[config.mk]
export PLATFORM = sky130hd
export DESIGN_NAME = prog_loader
export DESIGN_NICKNAME = d
export VERILOG_FILES = /design/src/rtl/prog_loader.sv
export SDC_FILE = /design/constraint.sdc
export NUM_CORES = 1
export LEC_CHECK = 0
export ABC_AREA = 1
export CORE_UTILIZATION = 58
export DETAILED_ROUTE_END_ITERATION = 8
export PLACE_DENSITY = 0.94
export SLEW_MARGIN = 20
export SYNTH_ARGS = -nofsm -noshare
export SYNTH_HDL_FRONTEND = slang
export SYNTH_SLANG_ARGS = --single-unit
[constraint.sdc]
create_clock -name clk -period 3.44 [get_ports clk]
set_input_delay 0.688 -clock clk [delete_from_list [all_inputs] [get_ports clk]]
set_output_delay 0.688 -clock clk [all_outputs]
set_load 0.005 [all_outputs]
[src/rtl/prog_loader.sv]
// Serial program loader: assembles LSB-first 9-bit words from a bitstream and writes them to
// instruction memory after a word-count header, holding the CPU while the load runs.
module prog_loader #(
  parameter int unsigned WORD_W = 9,
  parameter int unsigned ADDR_W = 8,
  parameter int unsigned DEPTH  = 256
) (
  input  logic              clk,
  input  logic              reset,
  input  logic              start,
  input  logic              in_bit,
  input  logic              in_valid,
  output logic              in_ready,
  output logic              mem_we,
  output logic [ADDR_W-1:0] mem_addr,
  output logic [WORD_W-1:0] mem_wdata,
  output logic              cpu_hold,
  output logic              done,
  output logic              error,
  output logic [ADDR_W:0]   words_written
);

  localparam int unsigned CntW = $clog2(WORD_W);
  localparam logic [WORD_W:0] DepthCmp = (WORD_W+1)'(DEPTH);

  typedef enum logic [2:0] {StIdle, StHdr, StData, StWrite, StDone, StErr} state_e;

  state_e            state_q, state_d;
  logic [CntW-1:0]   bit_cnt_q, bit_cnt_d;
  logic [WORD_W-1:0] shift_q, shift_d;
  logic [WORD_W-1:0] word_asm;
  logic [WORD_W-1:0] remaining_q, remaining_d;
  logic [ADDR_W-1:0] addr_q, addr_d;
  logic [ADDR_W:0]   words_q, words_d;
  logic              accept, last_bit, hdr_bad;

  always_ff @(posedge clk) begin
    if (reset) begin
      state_q     <= StIdle;
      bit_cnt_q   <= '0;
      shift_q     <= '0;
      remaining_q <= '0;
      addr_q      <= '0;
      words_q     <= '0;
    end else begin
      state_q     <= state_d;
      bit_cnt_q   <= bit_cnt_d;
      shift_q     <= shift_d;
      remaining_q <= remaining_d;
      addr_q      <= addr_d;
      words_q     <= words_d;
    end
  end

  // Word as it will look once this cycle's bit lands; the header check needs it immediately.
  always_comb begin
    word_asm           = shift_q;
    word_asm[bit_cnt_q] = in_bit;
  end

  assign accept   = in_valid & in_ready;
  assign last_bit = (bit_cnt_q == CntW'(WORD_W - 1));
  assign hdr_bad  = (word_asm == '0) || ({1'b0, word_asm} > DepthCmp);

  always_comb begin
    state_d     = state_q;
    bit_cnt_d   = bit_cnt_q;
    shift_d     = shift_q;
    remaining_d = remaining_q;
    addr_d      = addr_q;
    words_d     = words_q;
    if (start) begin
      state_d   = StHdr;
      bit_cnt_d = '0;
      addr_d    = '0;
      words_d   = '0;
    end else begin
      unique case (state_q)
        StHdr, StData: begin
          if (accept) begin
            shift_d = word_asm;
            if (last_bit) begin
              bit_cnt_d = '0;
              if (state_q == StData) begin
                state_d = StWrite;
              end else if (hdr_bad) begin
                state_d = StErr;
              end else begin
                remaining_d = word_asm;
                state_d     = StData;
              end
            end else begin
              bit_cnt_d = bit_cnt_q + CntW'(1);
            end
          end
        end
        StWrite: begin
          addr_d      = addr_q + ADDR_W'(1);
          words_d     = words_q + (ADDR_W+1)'(1);
          remaining_d = remaining_q - WORD_W'(1);
          state_d     = (remaining_q == WORD_W'(1)) ? StDone : StData;
        end
        default: ;
      endcase
    end
  end

  always_comb begin
    in_ready = 1'b0;
    cpu_hold = 1'b0;
    mem_we   = 1'b0;
    done     = 1'b0;
    error    = 1'b0;
    unique case (state_q)
      StHdr, StData: begin
        in_ready = 1'b1;
        cpu_hold = 1'b1;
      end
      StWrite: begin
        cpu_hold = 1'b1;
        mem_we   = 1'b1;
      end
      StDone:  done  = 1'b1;
      StErr:   error = 1'b1;
      default: ;
    endcase
  end

  assign mem_addr      = addr_q;
  assign mem_wdata     = shift_q;
  assign words_written = words_q;

endmodule

* Word-level counts from Yosys, hierarchy flattened
Index checks and enable logic that the tools add are counted.
** Word-level totals
- Register bits after elaboration :: 42
- Bits of input ports :: 5
- Output and inout bits :: 31
- Logic and storage cells :: 63
** Cells by class
- Add/subtract/negate cells :: 4
- Magnitude comparators :: 3
- Eq/ne operators :: 13
- Muxes and demuxes :: 21
- Bitwise operators :: 2
- Reduce and logical (&&, ||, !) cells :: 13
** Operators with widths (number)
- $mux W9 :: 4
- $pmux W9 S2 :: 1
- $mux W3 :: 5
- $add A9 B1 Y9 const B :: 1
- $bwmux W9 :: 1
- $eq A9 B1 Y1 const B :: 1
- $gt A9 B9 Y1 const B :: 1
- $logic_not A9 Y1 :: 1
- $reduce_and A3 Y1 :: 3
- $sub A9 B1 Y9 const B :: 1
- $add A8 B1 Y8 const B :: 1
- $ne A2 B2 Y1 const B :: 4
- $mux W1 :: 7
- $eq A3 B2 Y1 const B :: 2
- $eq A3 B3 Y1 const B :: 2
- $ne A3 B3 Y1 const B :: 2
- $pmux W3 S2 :: 1
- $reduce_and A6 Y1 :: 1
- $lt A4 B5 Y1 const B :: 1
- $add A4 B1 Y4 const B :: 1
- $demux W1 S4 :: 1
- $eq A4 B4 Y1 const B :: 1
- $ge A4 B1 Y1 const B :: 1
- $mux W4 :: 1
- 10 further kinds :: 11

* Longest topological paths before layout
- Word-level depth :: 13
- Depth in mapped cells :: 14
- Mapped depth without buffers :: 14

* Least setup slack after synthesis
No wires, ideal clock.
- Path type :: input port to flip-flop
- Start point :: input port in_bit
- End point :: register remaining_q[7]
- Setup time :: 111 ps
- Arrival time :: 1736 ps
- Required time :: 3329 ps
- Slack :: 1593 ps
- Stages :: 12
- Path buffers :: 0
- Cells stage by stage :: inv_1 nand3_1 nand2_1 nand2_1 nor2_2 nand2_1 nand2_2 nand3_4 nand2_4 inv_6 nor2_2 nor2_2
** On the way
- Cells in the longest elaborated chain, start to end :: 6
- Elaborated cells between the ends (all ways) :: 11
- Those cells by class :: order compare (1); eq/ne (1); mux (6); reduce/logical (3)
** Ends and longest elaborated chain
- start, declared :: line 11 : input logic in_bit,
- $bwmux W9 (*) :: line 58 : word_asm[bit_cnt_q] = in_bit;
- branches (longest 5 deep; another with $gt A9 B9 Y1)
- end signal, assigned :: line 49 : remaining_q <= remaining_d;
- end, declared :: line 32 : logic [WORD_W-1:0] remaining_q, remaining_d;
Every way passes the cells marked *. The select of a mux whose other input is x is not followed.
A chain may end at the register's enable or synchronous reset.

* Worst setup path in the final report
- Start point :: register state_q[1]
- End point :: output port mem_we
** On the way
- Cells in the longest elaborated chain, start to end :: 2
** Ends and longest elaborated chain
- start, declared :: line 28 : state_e state_q, state_d;
- start signal, assigned :: line 39 : state_q <= StIdle;
- start signal, assigned :: line 46 : state_q <= state_d;
- $eq A3 B2 Y1 :: line 114 : unique case (state_q)
- $mux W1 :: line 114
- end, declared :: line 14 : output logic mem_we,
No other way between the ends.

==> summary.md <==
| Metric | Value |
|---|---|
| Post-CTS setup buffers | 0 |
| Top_reg_cell synth | dfxtp_1 |
| # setup viols final | 0 |
| Crit Path Class | register to primary output |
| Initial Util | 60.3% |
| Die Ht | 66.5 um |
| Synth area leaders | dfxtp_1, nand2_1, inv_1 |
| Worst Hold Launch | mem_wdata[3]$_SDFFE_PP0P_ |
| Pre-CTS setup slack | 0.940 ns |
| First-pass GRT wire length | 8880 um |
| MaxCap Viol Count | 0 |
| CTS buffer count | 5 |
| Share of layout cells above drive strength 1 | 12.2% |
| Io pins | 36 |
| Critical path cell sequence | nand3_2 -> inv_1 -> clkdlybuf4s50_1 |
| WL per Instance | 12.6 um |
| HPWL Detailed | 4000 um |
| DR vias | 2352 |
| Min cycle time layout | 2.88 ns |
| Post-synth EDFFs | 0 |
| IO buf count | 35 |
| Status | completed |
| Post-synth ARST share | 0% |
| Max-slew headroom | 62.8% |
| Crit share post-route | 83.7% |
| Total core area | 4000 um2 |
| Register area | 841 um2 |
| Final wirelength | 5480 um |
| Worst Path Arrival | 2.19 ns |
| Post-synth cell types | 34 |
| FMAX | 347 MHz |
| Critical Path Start | state_q[1]$_SDFFE_PP0P_ |
| Largest net degree at the start of global routing | 20 |
| Drt drc | 0 |
| Final hold violation count | 0 |
| CTS clk-pin slew, worst paths | 0.09 ns |
| XOR/XNOR share of the synthesized area | 2.54% |
| Total track usage | 26.7% |
| Final std cells w/o fill | 436 |
| Post-synth top area cell | dfxtp_1 |
| Vias per Instance | 5.39 |
| Buf+Inv Stages, Crit Path | 2 |
| GRT overflow | 0 |
| Post-Syn Area | 2410 um2 |
| Pre-antenna DRT Iters | 4 |
| #FFs+latches synth | 42 |
| Worst r2r src | bit_cnt_q[0]$_SDFFE_PP0P_ |
| Synth-to-layout area growth | 19.6% |
| Multi-input logic area | 1350 um2 |
| Row count | 23 |
| Layout filler cell count | 344 |
| CP top delay family | buffers and inverters |
| Placed instance count | 428 |
| Die area | 4420 um2 |
| Mux cell area share after synthesis | 0% |
| Initial antenna violation count | 0 |
| CP endpoint kind | primary output |
| Final ANT Viol Nets | 0 |
| Maximum fanout along the worst path | 19 |
| Synth Area in Compound Gates | 11.7% |
| Avg Synthesized Cell Area | 6.91 um2 |
| Worst Hold Slack | 0.477 ns |
| Share of the yosys chip area belonging to registers | 34.9% |
| Die width | 66.5 um |
| Slew of the pin with the lowest slew margin | 0.558 ns |
| CTS root buffer | clkbuf_8 |
| Clock Path Buffers | 2 |
| RSZ-0062 raised after global routing | no |
| Number of global-route vias before repair | 2102 |
| CP peak stage delay | 0.58 ns |
| Clock latency on the worst-skew pair | 0.31 ns |
| CTS tree | built |
| Synth Area in Simple Gates | 37.7% |
| Yosys top cell area share | 34.9% |
| Syn_nets | 362 |
| Total number of yosys warnings | 0 |
| Hold Path Class | register to register |
| Starting DRC count in detailed routing | 150 |
| Hold_buf cts | 0 |
| GP Congestion | 0.838 |
| Req. time, crit path | 2.75 ns |
| Leakage | 1.15 nW |
| Worst Clk Skew | 0.00587 ns |
| PostCTS Resize Cnt | 0 |
| Slowest stage cell, crit path | clkdlybuf4s50_1 |
| Largest family of logic cells by synthesized area | simple AND/OR/NAND/NOR gates |
| # nets final | 398 |
| Power Density | 382 nW/um2 |
| Synth Area in Adders | 4.15% |
| Diodes inserted | 0 |
| CTS Sinks | 42 |
| Gate Count Post-Synth | 349 |
| Worst setup margin | 0.559 ns |
| Startpoint types | register |
| Final TNS setup | 0 ns |
| Max VDD drop | 273 uV |
| H-tree Lvls | 2 |
| Max Slew Vio Count | 0 |
[sequential cells by signal, indices dropped and copies added (netlist names)]
| register | cells |
|---|---|
| mem_wdata | 9 |
| bit_cnt_q | 4 |
| remaining_q | 9 |
| words_written | 9 |
| mem_addr | 8 |
| state_q | 3 |
[kinds of logic (layout without fill, tap and decap cells)]
group / after synthesis / in the layout
AOI/OAI and AO/OA: 54 / 54
adders and majority gates: 8 / 8
xor gates and xnor gates: 7 / 7
buffers and inverters: 54 / 91
and+or+nand+nor: 184 / 184
DFF: 42 / 42
[final cells by class]
cell class / instances / area share (%)
inverters: 47 / 6.29
clock buffers: 5 / 2.39
flip-flops and latches: 42 / 29.1
multi-input cells: 253 / 46.9
repair buffers: 36 / 12.4
well taps: 50 / 2.17
clock inverters: 3 / 0.737
[Yosys cell counts (2+ instances only)]
| master | instances |
|---|---|
| a21oi_1 | 20 |
| buf_4 | 3 |
| clkbuf_1 | 4 |
| dfxtp_1 | 42 |
| ha_1 | 8 |
| inv_1 | 41 |
| inv_2 | 4 |
| nand2_1 | 72 |
| nand2_2 | 8 |
| nand3_1 | 23 |
| nand3_2 | 5 |
| nand3_4 | 2 |
| nand3b_1 | 4 |
| nand4_1 | 5 |
| nor2_1 | 40 |
| nor2_2 | 12 |
| nor3_1 | 6 |
| o21ai_0 | 28 |
| o21bai_1 | 2 |
| xor2_1 | 6 |
[stage by stage]
step | utilization [%] | instance area (um2) | total power [mW]
after global placement | 69.9 | 2800 | 0.772
after detailed placement | 69.9 | 2800 | 0.783
after global routing | 72.1 | 2890 | 1.16
final | 72.1 | 2890 | 1.10
after CTS | 72.1 | 2890 | 1.11
after floorplan | - | 2410 | 0.715
[cells in the final DEF (no fill, tap or decap), types with 2 or more instances in the layout]
cell             instances
nand3_1                 23
nand4_1                  5
inv_2                    4
nand2_2                  8
nor3_1                   6
nand3_4                  2
o21ai_0                 28
nand2_1                 72
clkbuf_8                 5
dfxtp_1                 42
clkdlybuf4s50_1         35
nor2_1                  40
o21bai_1                 2
inv_1                   41
nand3b_1                 4
xor2_1                   6
a21oi_1                 20
nand3_2                  5
nor2_2                  12
ha_1                     8
[final timing paths]
path	to	slack, ns	cells after the start
setup / recovery	mem_we	0.56	3
hold reg to reg	mem_wdata[3]$_SDFFE_PP0P_	0.48	2
setup reg to reg	remaining_q[3]$_SDFFE_PP0P_	1.41	14
hold / removal	mem_wdata[3]$_SDFFE_PP0P_	0.48	2
[tightest hold or removal path, delay by kind of cell, from the launching register on]
kind	cells	cell delay, ns
compound gates	1	0.06
buf+inv	1	0.06
flops	1	0.32
[routing by layer]
layer | vias to the layer above | global-route usage [%] | wire, um
li1 | 1185 | - | -
met1 | 1078 | 30.0 | 2410
met5 | - | 0 | 0
met4 | 0 | 11.4 | 107
met3 | 13 | 7.36 | 313
met2 | 76 | 47.1 | 2640
[power by group]
part / total [mW] / internal, mW / switching, mW
combinational: 0.249 / 0.0982 / 0.150
sequential: 0.527 / 0.507 / 0.0204
clock: 0.327 / 0.143 / 0.185
total: 1.10 / 0.747 / 0.355
(Power assumes the default switching activity.)
